===== src/rtl/riscv_pkg.sv =====
// Shared types for the memory-port arbiter.
package riscv_pkg;

  typedef enum logic [1:0] {
    ARB_IDLE    = 2'd0,
    ARB_WR_BUSY = 2'd1,
    ARB_RD_BUSY = 2'd2
  } arb_state_t;

endpackage


===== src/rtl/riscv_rr_arbiter.sv =====
// Combinational request picker: round-robin from a start pointer, or fixed priority
// (lowest index wins) when RISCV_MEM_ARB_PRIO_EN is defined.
module riscv_rr_arbiter #(
  parameter int unsigned NUM_REQ = 2,
  localparam int unsigned IDX_W  = $clog2(NUM_REQ)
) (
  input  logic [NUM_REQ-1:0] i_req,
  input  logic [IDX_W-1:0]   i_ptr,
  output logic [NUM_REQ-1:0] o_gnt,
  output logic [IDX_W-1:0]   o_idx
);

`ifdef RISCV_MEM_ARB_PRIO_EN
  logic w_unused_ptr;
  assign w_unused_ptr = ^i_ptr;

  // Scan downwards so the lowest requesting index is the last one written.
  always_comb begin
    o_gnt = '0;
    o_idx = '0;
    for (int k = NUM_REQ - 1; k >= 0; k--) begin
      if (i_req[k]) begin
        o_gnt = NUM_REQ'(1) << k;
        o_idx = IDX_W'(k);
      end
    end
  end
`else
  int unsigned      w_cand;
  logic [IDX_W-1:0] w_c;
  logic             w_found;

  always_comb begin
    o_gnt   = '0;
    o_idx   = '0;
    w_found = 1'b0;
    w_cand  = 0;
    w_c     = '0;
    for (int unsigned k = 0; k < NUM_REQ; k++) begin
      w_cand = 32'(i_ptr) + k;
      if (w_cand >= NUM_REQ) w_cand = w_cand - NUM_REQ;
      w_c = w_cand[IDX_W-1:0];
      if (!w_found && i_req[w_c]) begin
        w_found    = 1'b1;
        o_gnt[w_c] = 1'b1;
        o_idx      = w_c;
      end
    end
  end
`endif

endmodule


===== src/rtl/riscv_mem_arbiter.sv =====
// Shares one axil_if request port between NUM_REQ requesters, one transaction at a time.
// Define RISCV_MEM_ARB_PRIO_EN for fixed priority instead of round-robin.
module riscv_mem_arbiter
  import riscv_pkg::*;
#(
  parameter int unsigned ADDR_WIDTH = 64,
  parameter int unsigned DATA_WIDTH = 64,
  parameter int unsigned STRB_WIDTH = DATA_WIDTH / 8,
  parameter int unsigned NUM_REQ    = 2
) (
  input  logic                          clk,
  input  logic                          nreset,
  input  logic                          enable,
  input  logic [NUM_REQ-1:0]            i_req_wr_valid,
  input  logic [NUM_REQ*STRB_WIDTH-1:0] i_req_wr_strb,
  input  logic [NUM_REQ*DATA_WIDTH-1:0] i_req_wr_data,
  input  logic [NUM_REQ-1:0]            i_req_rd_ready,
  input  logic [NUM_REQ*ADDR_WIDTH-1:0] i_req_addr,
  output logic [NUM_REQ-1:0]            o_req_wr_ready,
  output logic [NUM_REQ-1:0]            o_req_rd_valid,
  output logic [DATA_WIDTH-1:0]         o_req_rd_data,
  output logic [NUM_REQ-1:0]            o_gnt,
  output logic                          o_wr_valid,
  output logic [STRB_WIDTH-1:0]         o_wr_strb,
  output logic [DATA_WIDTH-1:0]         o_wr_data,
  output logic [ADDR_WIDTH-1:0]         o_wr_addr,
  input  logic                          i_wr_ready,
  output logic                          o_rd_ready,
  output logic [ADDR_WIDTH-1:0]         o_rd_addr,
  input  logic                          i_rd_valid,
  input  logic [DATA_WIDTH-1:0]         i_rd_data
);

  localparam int unsigned IDX_W = $clog2(NUM_REQ);

  arb_state_t r_state, w_state_nxt;

  logic [NUM_REQ-1:0]    r_gnt;
  logic [IDX_W-1:0]      r_idx;
  logic [IDX_W-1:0]      r_ptr;
  logic                  r_wr_valid;
  logic [STRB_WIDTH-1:0] r_wr_strb;
  logic [DATA_WIDTH-1:0] r_wr_data;
  logic [ADDR_WIDTH-1:0] r_wr_addr;
  logic                  r_rd_ready;
  logic [ADDR_WIDTH-1:0] r_rd_addr;

  logic [NUM_REQ-1:0] w_req;
  logic [NUM_REQ-1:0] w_gnt;
  logic [IDX_W-1:0]   w_idx;
  logic               w_start;
  logic               w_win_wr;
  logic               w_wr_done;
  logic               w_rd_done;

  assign w_req     = i_req_wr_valid | i_req_rd_ready;
  assign w_start   = (r_state == ARB_IDLE) && enable && (|w_req);
  // A requester holding both wr and rd gets its write served first.
  assign w_win_wr  = i_req_wr_valid[w_idx];
  assign w_wr_done = (r_state == ARB_WR_BUSY) && i_wr_ready;
  assign w_rd_done = (r_state == ARB_RD_BUSY) && i_rd_valid;

  riscv_rr_arbiter #(
    .NUM_REQ (NUM_REQ)
  ) u_arb (
    .i_req (w_req),
    .i_ptr (r_ptr),
    .o_gnt (w_gnt),
    .o_idx (w_idx)
  );

  always_ff @(posedge clk or negedge nreset) begin
    if (!nreset) r_state <= ARB_IDLE;
    else         r_state <= w_state_nxt;
  end

  always_comb begin
    w_state_nxt = r_state;
    case (r_state)
      ARB_IDLE:    if (w_start) w_state_nxt = w_win_wr ? ARB_WR_BUSY : ARB_RD_BUSY;
      ARB_WR_BUSY: if (i_wr_ready) w_state_nxt = ARB_IDLE;
      ARB_RD_BUSY: if (i_rd_valid) w_state_nxt = ARB_IDLE;
      default:     w_state_nxt = ARB_IDLE;
    endcase
  end

  always_comb begin
    o_req_wr_ready = '0;
    o_req_rd_valid = '0;
    o_req_rd_data  = '0;
    if (w_wr_done) o_req_wr_ready = r_gnt;
    if (w_rd_done) begin
      o_req_rd_valid = r_gnt;
      o_req_rd_data  = i_rd_data;
    end
  end

  always_ff @(posedge clk or negedge nreset) begin
    if (!nreset) begin
      r_gnt      <= '0;
      r_idx      <= '0;
      r_ptr      <= '0;
      r_wr_valid <= 1'b0;
      r_wr_strb  <= '0;
      r_wr_data  <= '0;
      r_wr_addr  <= '0;
      r_rd_ready <= 1'b0;
      r_rd_addr  <= '0;
    end else if (w_start) begin
      r_gnt      <= w_gnt;
      r_idx      <= w_idx;
      r_wr_valid <= w_win_wr;
      r_rd_ready <= !w_win_wr;
      r_wr_strb  <= i_req_wr_strb[w_idx*STRB_WIDTH +: STRB_WIDTH];
      r_wr_data  <= i_req_wr_data[w_idx*DATA_WIDTH +: DATA_WIDTH];
      if (w_win_wr) r_wr_addr <= i_req_addr[w_idx*ADDR_WIDTH +: ADDR_WIDTH];
      else          r_rd_addr <= i_req_addr[w_idx*ADDR_WIDTH +: ADDR_WIDTH];
    end else if (w_wr_done || w_rd_done) begin
      r_gnt      <= '0;
      r_wr_valid <= 1'b0;
      r_rd_ready <= 1'b0;
      r_ptr      <= (r_idx == IDX_W'(NUM_REQ - 1)) ? '0 : r_idx + IDX_W'(1);
    end
  end

  assign o_gnt      = r_gnt;
  assign o_wr_valid = r_wr_valid;
  assign o_wr_strb  = r_wr_strb;
  assign o_wr_data  = r_wr_data;
  assign o_wr_addr  = r_wr_addr;
  assign o_rd_ready = r_rd_ready;
  assign o_rd_addr  = r_rd_addr;

endmodule

===== config.mk =====
export PLATFORM = sky130hd
export DESIGN_NAME = riscv_mem_arbiter
export DESIGN_NICKNAME = d
export VERILOG_FILES = /design/src/rtl/riscv_pkg.sv /design/src/rtl/riscv_rr_arbiter.sv /design/src/rtl/riscv_mem_arbiter.sv
export SDC_FILE = /design/constraint.sdc
export NUM_CORES = 1
export LEC_CHECK = 0
export BUFFER_PORTS_ARGS = -buffer_cell sky130_fd_sc_hd__buf_2
export CAP_MARGIN = 20
export CORE_AREA = 2 2 237 239
export CTS_CLUSTER_DIAMETER = 40
export DETAILED_ROUTE_END_ITERATION = 6
export DIE_AREA = 0 0 239 241
export GPL_TIMING_DRIVEN = 0
export PLACE_DENSITY = 0.37
export SYNTH_ARGS = -nofsm -noshare
export SYNTH_HDL_FRONTEND = slang
export SYNTH_HIERARCHICAL = 1
export SYNTH_SLANG_ARGS = --single-unit

===== constraint.sdc =====
create_clock -name clk -period 3.62 [get_ports clk]
set_input_delay 0.362 -clock clk [delete_from_list [all_inputs] [get_ports clk]]
set_output_delay 0.362 -clock clk [all_outputs]
set_load 0.02 [all_outputs]

Word level (Yosys, flattened, before mapping)
Cells that the tools add are included.
{"block": "totals", "ff_bits": 208}
{"block": "classes", "add_sub_neg": 4, "n_lt_le_gt_ge": 7, "n_eq_ne": 5, "n_shift": 3, "n_mux": 31, "bitwise": 4, "n_reduce_logical": 17}
{"operator": "variable part select 128 x 8 -> 64 bit", "n": 2}
{"operator": "2-to-1 mux 64 bit", "n": 1}
{"operator": "2-to-1 mux 2 bit", "n": 10}
{"operator": "2-to-1 mux 1 bit", "n": 17}
{"operator": "variable part select 16 x 5 -> 8 bit", "n": 1}
{"operator": "logical AND 1 bit", "n": 7}
{"operator": "less-than comparator 1 x 2 -> 1 bit, second input constant", "n": 3}
{"operator": "!= test 2 bit, second input constant", "n": 3}
{"operator": "one-hot mux 2 bit (3 select lines)", "n": 1}
{"operator": "AND reduction 2 bit", "n": 3}
{"operator": "OR 2 bit", "n": 2}
{"operator": "AND reduction 3 bit", "n": 1}
{"operator": "adder 1 x 1 -> 2 bit, second input constant", "n": 1}
{"operator": "demux 1 bit (select 1 bit)", "n": 2}
{"operator": "== test 2 x 1 -> 1 bit, second input constant", "n": 1}
{"operator": "== test 2 bit, second input constant", "n": 1}
{"operator": ">= comparator 1 bit, second input constant", "n": 2}
{"operator": ">= comparator 1 x 2 -> 1 bit, second input constant", "n": 1}
{"operator": ">= comparator 2 bit, second input constant", "n": 1}
{"operator": "logical NOT 1 bit", "n": 2}
{"operator": "logical NOT 2 bit", "n": 1}
{"operator": "inverter 1 bit", "n": 2}
{"operator": "nonzero test 2 bit", "n": 1}
{"operator": "OR reduction 2 bit", "n": 1}
{"operator": "3 further kinds", "n": 4}

Longest topological paths before layout
Gate-level depths: netlist of the first run.
{"block": "logic_depth", "word_depth": 13, "ltp_mapped": 7, "depth_no_buf": 5}

Hierarchy
Netlist of the first run, hierarchy kept.
{"module": "riscv_mem_arbiter", "instances": 1, "cells_per_inst": 772, "area_per_inst_um2": 9924.5, "seq_area_each_um2": 5205.0}
{"module": "riscv_rr_arbiter", "instances": 1, "cells_per_inst": 4, "area_per_inst_um2": 30.0, "seq_area_each_um2": 0.0}

Least setup slack after synthesis of the first run
OpenSTA, ideal clock, no wires.
{"block": "synth_timing", "kind": "input port to flip-flop", "from": "input port i_req_rd_ready[0]", "to": "register r_rd_addr[23], in the netlist o_rd_addr[23]", "arrival_ns": 2.183, "setup_slack_ns": 1.309, "cell_stages": 6, "cell_sequence": "or2_2 a21boi_1 buf_2 clkbuf_1 mux2_2 mux2_1"}
{"block": "synth_via", "elab_chain_cells": 11, "elab_cells_between_ends": 17, "classes_between": "shift (1); mux (9); bitwise (2); reduce/logical (5)"}
{"element": "start: declaration", "line_no": "riscv_mem_arbiter.sv:17", "text": "input logic [NUM_REQ-1:0] i_req_rd_ready,"}
{"element": "OR 2 bit (*)", "line_no": "riscv_mem_arbiter.sv:56", "text": "assign w_req = i_req_wr_valid | i_req_rd_ready;"}
{"element": "2-to-1 mux 1 bit (implied by the code) (2 in a row)", "line_no": "riscv_rr_arbiter.sv:43", "text": "if (!w_found && i_req[w_c]) begin"}
{"element": "2-to-1 mux 1 bit", "line_no": "riscv_rr_arbiter.sv:43"}
{"element": "logical NOT 1 bit", "line_no": "riscv_rr_arbiter.sv:43"}
{"element": "logical AND 1 bit", "line_no": "riscv_rr_arbiter.sv:43"}
{"element": "2-to-1 mux 1 bit (*)", "line_no": "riscv_rr_arbiter.sv:43"}
{"element": "named net w_idx", "line_no": "riscv_mem_arbiter.sv:50", "text": "logic [IDX_W-1:0] w_idx;"}
{"element": "branches (longest 4 deep; another with variable part select 128 x 8 -> 64 bit)"}
{"element": "end signal: assignment", "line_no": "riscv_mem_arbiter.sv:117", "text": "else r_rd_addr <= i_req_addr[w_idx*ADDR_WIDTH +: ADDR_WIDTH];"}
{"element": "end: declaration", "line_no": "riscv_mem_arbiter.sv:46", "text": "logic [ADDR_WIDTH-1:0] r_rd_addr;"}
Mark *: on every way through the listed nets, which the timed path passes. The select of a mux whose other input is x is not followed.
A chain may end at the register's enable or synchronous reset.

Worst setup path in the final report of the first run
{"block": "layout_timing", "from": "register r_state[0]", "to": "output port o_req_rd_data[50]"}
{"block": "layout_via", "elab_chain_cells": 3}
{"element": "start: declaration", "line_no": "riscv_mem_arbiter.sv:36", "text": "arb_state_t r_state, w_state_nxt;"}
{"element": "start signal: assignment", "line_no": "riscv_mem_arbiter.sv:74", "text": "else r_state <= w_state_nxt;"}
{"element": "== test 2 bit", "line_no": "riscv_mem_arbiter.sv:61", "text": "assign w_rd_done = (r_state == ARB_RD_BUSY) && i_rd_valid;"}
{"element": "logical AND 1 bit", "line_no": "riscv_mem_arbiter.sv:61"}
{"element": "2-to-1 mux 64 bit", "line_no": "riscv_mem_arbiter.sv:92", "text": "if (w_rd_done) begin"}
{"element": "end: declaration", "line_no": "riscv_mem_arbiter.sv:21", "text": "output logic [DATA_WIDTH-1:0] o_req_rd_data,"}
Every way passes these cells.

==> results of run 1 <==
## worst max-delay path, stage by stage, from the launching register on
cell,delay [ps]
dfrtp_1,420
and3b_1,220
clkbuf_1,240
clkbuf_1,420
clkbuf_1,370
and2_1,210
buf_2,170
## power by group through the flow
| stage | Sequential [mW] | Clock [mW] | Combinational [mW] |
|---|---|---|---|
| floorplan | 5.49 | 0 | 2.19 |
| global placement | 4.09 | 0 | 6.18 |
| detailed placement | 4.11 | 0 | 6.19 |
| CTS | 4.10 | 4.61 | 6.19 |
| global route | 4.24 | 4.73 | 6.51 |
| finish | 4.08 | 4.48 | 6.06 |
## layout by cell type (no fill, tap or decap), drive strengths merged
cell type    netlist  final
a211oi             1      1
a21boi             3      3
a21o               2      2
a21oi              2      2
a22o               2      2
and2              68     68
and3b              2      2
buf               26    644
bufinv             0      8
clkbuf            34     90
clkinv             0     17
clkinvlp           0      4
dfrtp            208    208
dlygate4sd3        0      1
inv                1      4
mux2             194    194
mux2i             73     73
nand2              1      1
nand2b             2      2
nor2               2      2
nor3               2      2
o21ai            145    145
o31a               1      1
o41a               1      1
o41ai              1      1
or2                3      3
or3                2      2
## metrics by stage
stage / hold WS (ps) / setup slack [ps]
detailed placement: 189 / 140
global route: 81.7 / 399
floorplan: 66.4 / 1310
finish: 89.7 / 650
CTS: 50.3 / 519
global placement: 460 / -1880
## per-layer routing
layer	global-route usage	wire length (um)	vias up
li1	-	-	4109
met5	0	29	-
met1	0.165	17100	4140
met2	0.233	20200	400
met3	0.0482	3870	60
met4	0.0432	984	6
## flip-flops by register name (all words and copies together) (netlist names)
register	cells
o_gnt	2
o_rd_addr	64
o_rd_ready	1
o_wr_addr	64
o_wr_data	64
o_wr_strb	8
o_wr_valid	1
r_idx	1
r_ptr	1
r_state	2
## logic make-up (layout without fill, tap and decap cells)
logic type,Yosys count,in the layout
buffers and inverters,61,768
multiplexers,267,267
AO/OA/AOI/OAI,158,158
flip-flops,208,208
AND/OR/NAND/NOR,82,82
## area by class of cell
| type | count | area (sq um) | area share |
|---|---|---|---|
| buffer | 60 | 323 | 0.0206 |
| clock buffer | 56 | 1260 | 0.0805 |
| clock inverter | 32 | 408 | 0.0260 |
| inverter | 1 | 3.75 | 0.000240 |
| multi-input combinational | 507 | 4420 | 0.282 |
| sequential | 208 | 5200 | 0.332 |
| tap | 704 | 881 | 0.0562 |
| timing repair buffer | 619 | 3160 | 0.202 |
## timing repair
action / 4_1_cts / 5_1_grt
hold buffers: 1 / 0
setup buffers: 0 / 0
hold endpoints to repair: 175 / 0
## worst paths after layout
path	to	slack, ps	cells after the start	startpoint
worst max-delay path	o_req_rd_data[50]	650	6	r_state[0]
worst max register to register	o_wr_addr[13]	650	6	r_ptr
worst min register to register	o_rd_addr[20]	480	1	o_rd_addr[20]
worst min-delay path	r_state[1]	90	3	i_rd_valid
max in group asynchronous	o_wr_addr[7]	2590	3	nreset
min in group asynchronous	o_rd_addr[26]	220	2	nreset
==> impl_metrics.tcl, run 1 <==
set metrics [dict create \
    p_leak_nw 7.90 \
    synth_area_per_cell_sq_um 12.8 \
    grt_max_degree 100 \
    fin_setup_tns_ps 0 \
    synth_xor_xnor_area_share 0 \
    cts_sinks 208 \
    netlist_area_sq_um 9950 \
    internal-power_mw 8.88 \
    drive_gt1_frac 0.584 \
    path_clk_slew_ps 50 \
    critPathKind "register to output pin" \
    layout.nets 1789 \
    setup_violations 0 \
    viasPerCell 3.98 \
    fp.dieArea_sq_um 57600 \
    min-delay-path-class "primary input to register" \
    clkPwrFrac 0.306 \
    swShare 0.393 \
    synth_edf_count 0 \
    fmax_mhz 337 \
    final-max-slew-violation-count 0 \
    n_fill_cell 5827 \
    synthSimpleGateAreaFrac 0.0510 \
    yosys_warnings 6 \
    drtAntennaViolNets 0 \
    remaining_drc_errors 0 \
    wl_per_cell_um 19.3 \
    syn_inst 776 \
    max_slew_margin 0.296 \
    synth_top_area_cell "dfrtp_1" \
    std_cell_rows 86 \
    synth_top_area_share 0.523 \
    io_pins 617 \
    cts_resized 0 \
    dp.cells 2098 \
    fin_util 0.285 \
    synth_compound_area_frac 0.0853 \
    critPathRequiredTime_ps 3260 \
    synth_nets 1121 \
    grt.total_usage 0.138 \
    die_x_um 239 \
    p_total_mw 14.6 \
    cts.path.max_buffers 3 \
    cp_data_arrival_time_ps 2610 \
    cts_buffers 47 \
    vias 8715 \
    area_growth_pct 57.3 \
    crit_fanout 10 \
    grt_setup_unrepaired "no" \
    grt_pass1_wl_um 58700 \
    status "complete, no violations" \
    grt_overflow_total 0 \
    synth.most_common_cell "dfrtp_1" \
    hold_viol 0 \
    ys_seq_area_frac 0.523 \
    place_hpwl_um 33500 \
    async_reset_ff_frac 1.00 \
    p_per_area_nw_per_um2 933 \
    dr.first_iter.drc_count 295 \
    synth_area_leaders "dfrtp_1 (52%), mux2_2 (11%), mux2i_1 (7.3%)" \
    p_seq_frac 0.279 \
    cts_root_buf "clkbuf_16" \
    synth_top_family_by_area "multiplexers" \
    wirelength_um 42200 \
    fin_cells 2187 \
    io_buffers 616 \
    fin_area_sq_um 15700 \
    ys.flop_type "dfrtp_1" \
    synthAdderAreaFrac 0 \
    drv_cap 0 \
    finalCriticalPeriod_ps 2970 \
    ir_drop_uv 294 \
    routabilityCongestion 0.926 \
    core_area_sq_um 54900 \
    antenna_found_initial 4 \
    comb_power_share 0.414 \
    dr.pass1.iters 4 \
    synthTopCellsByCount "dfrtp_1 (208), o21ai_0 (138), mux2_2 (96)" \
    p_switching_mw 5.74 \
    ys_ff_latch 208 \
    cts_tree "built" \
    htree_levels 2 \
    post-route-period-util 0.821 \
    start_util 0.181 \
    start_kind "register" \
    critPathCaptureType "output pin" \
    worst_pin_slew_ps 1060 \
    clk-insertion-delay-late_ps 550 \
    synthDistinctLibCells 31 \
    placed_cell_area_sq_um 14000 \
    skew_ps 15.4 \
    yosys-mux-area-fraction 0.308 \
    die_h_um 241 \
    grt_pass1_vias 9063 \
    antennaDiodeCount 0 \
]
No activity file was read; power rests on OpenSTA's default activity.
==> run 2, diff against run 1 <==
--- a/config.mk
+++ b/config.mk
@@ -7,10 +7,10 @@
 export LEC_CHECK = 0
 export BUFFER_PORTS_ARGS = -buffer_cell sky130_fd_sc_hd__buf_2
 export CAP_MARGIN = 20
-export CORE_AREA = 2 2 237 239
+export CORE_AREA = 2 2 238 240
 export CTS_CLUSTER_DIAMETER = 40
 export DETAILED_ROUTE_END_ITERATION = 6
-export DIE_AREA = 0 0 239 241
+export DIE_AREA = 0 0 240 242
 export GPL_TIMING_DRIVEN = 0
 export PLACE_DENSITY = 0.37
 export SYNTH_ARGS = -nofsm -noshare
==> constraint.sdc (replaced) <==
create_clock -name clk -period 2.9 [get_ports clk]
set_input_delay 0.29 -clock clk [delete_from_list [all_inputs] [get_ports clk]]
set_output_delay 0.29 -clock clk [all_outputs]
set_load 0.02 [all_outputs]
==> impl_metrics.tcl, run 2 (synthesized netlist as in run 1, its figures left out) <==
set metrics [dict create \
    status "complete, no violations" \
    wirelength_um 41200 \
    path_cells "inv_1 > a21boi_1 > buf_2 > buf_1 > mux2_2 > mux2_1" \
    critical-path-top-delay-family "buffers and inverters" \
    grt_setup_unrepaired "no" \
    grt.total_usage 0.136 \
    place_ws_ps -340 \
    area_growth_pct 55.7 \
    wl_per_cell_um 18.5 \
    final_common_cell "buf_2" \
    routabilityCongestion 0.881 \
    core_area_sq_um 55700 \
    wl_met2_um 19500 \
    fmax_mhz 371 \
    start_kind "register" \
    cts.path.max_buffers 3 \
    met1_length_um 17200 \
    fin_setup_tns_ps 0 \
    max_slew_margin 0.411 \
    cts_buffers 42 \
    p_total_mw 17.5 \
    skew_ps 19.0 \
    place_hpwl_um 33000 \
    final-max-slew-violation-count 0 \
    cts_tree "built" \
    path_clk_slew_ps 50 \
    viasPerCell 3.90 \
    fp.dieArea_sq_um 58100 \
    critPathKind "register to register" \
    swShare 0.398 \
    p_switching_mw 6.95 \
    post-route-period-util 0.929 \
    vias 8693 \
    crit_path_top_delay_cell "buf_1" \
    clk-insertion-delay-late_ps 540 \
    cts_setup_buffers 0 \
    whs_endpoint "o_wr_data[42]" \
    clkPwrFrac 0.278 \
    start_util 0.179 \
    fin_area_sq_um 15500 \
    remaining_drc_errors 0 \
    drive_gt1_frac 0.582 \
    std_cell_rows 87 \
    hp-start "i_req_wr_data[106]" \
    die_x_um 240 \
    grt_pass1_wl_um 58800 \
    finalCriticalPeriod_ps 2690 \
    io_pins 617 \
    placed_cell_area_sq_um 14000 \
    whs_ps 41.9 \
    critPathRequiredTime_ps 3310 \
    io_buffers 616 \
    cts_root_buf "clkbuf_16" \
    layout_setup_ws_ps 207 \
    drv_cap 0 \
    dr.first_iter.drc_count 225 \
    p_per_area_nw_per_um2 1130 \
    wl_met3_um 3630 \
    ff2ff_path_depth 6 \
    htree_levels 2 \
    comb_power_share 0.431 \
    p_leak_nw 7.79 \
    p_seq_frac 0.291 \
    worst_pin_slew_ps 884 \
    fin_util 0.278 \
    crit_fanout 10 \
    cpPeakStageDelay_ps 650 \
    antenna_found_initial 6 \
    dp.cells 2149 \
    hold_viol 0 \
    grt_max_degree 106 \
    r2r_start "r_ptr" \
    crit_buf_inv 3 \
    drtAntennaViolNets 0 \
    die_h_um 242 \
    r2r_setup_slack_ps 210 \
    fin_cells 2231 \
    internal-power_mw 10.5 \
    cts_sinks 208 \
    critPathCaptureType "register" \
    final_cell_mix "buf_2 (627), dfrtp_1 (208), o21ai_0 (138)" \
    reg2reg_to "o_rd_addr[56]" \
    layout.nets 1786 \
    cp_data_arrival_time_ps 3100 \
    grt_pass1_vias 9171 \
    grt_overflow_total 0 \
    n_fill_cell 6006 \
    setup_violations 0 \
    routed.top_layer "met5" \
    ir_drop_uv 360 \
    dr.pass1.iters 4 \
    min-delay-path-class "primary input to register" \
    hold_depth 3 \
]
[run 2: power groups by stage]
stage / clock [mW] / sequential (mW) / combinational, mW
floorplan: 0 / 6.85 / 2.74
global placement: 0 / 5.10 / 7.66
detailed placement: 0 / 5.12 / 7.69
CTS: 4.99 / 5.11 / 7.71
global route: 5.13 / 5.30 / 8.11
finish: 4.84 / 5.08 / 7.53
[run 2: what timing repair did]
action	4_1_cts	5_1_grt
hold buffers	4	0
setup endpoints to repair	16	5
gates resized for setup	3	2
hold endpoints to repair	106	0
[run 2: final cells by class]
cell class              count  area, sq um  area share
multi-input cells         507         4420       0.285
plain buffers              60          333      0.0215
repair buffers            621         3160       0.204
inverters                   1         3.75    0.000242
flip-flops and latches    208         5200       0.336
diodes                      2         5.00    0.000323
clock buffers              53         1180      0.0764
clock inverters            23          241      0.0156
well taps                 756          946      0.0610
[run 2: routing by layer]
metal | up-vias | global-route usage
met1 | 4148 | 0.168
met5 | - | 0
li1 | 4115 | -
met4 | 6 | 0.0402
met2 | 371 | 0.223
met3 | 53 | 0.0456
[run 2: how the worst max path moves through the flow]
stage	from	slack (ps)	end	cells past startpoint
CTS	r_state[0]	50	o_req_rd_data[58]	6
global route	r_ptr	40	o_wr_addr[56]	6
global placement	nreset	-2440	o_rd_addr[11]	1
floorplan	i_req_rd_ready[0]	660	o_rd_addr[23]	6
finish	r_ptr	210	o_rd_addr[56]	6
detailed placement	i_req_rd_ready[0]	-340	o_rd_addr[13]	7
[run 2: worst reg2reg max path: cells and delay by family, from the launching register on]
family                 cells  cell delay (ps)
flip-flops                 1              380
multiplexers               2              760
AO/OA/AOI/OAI              1              310
buffers and inverters      3             1130
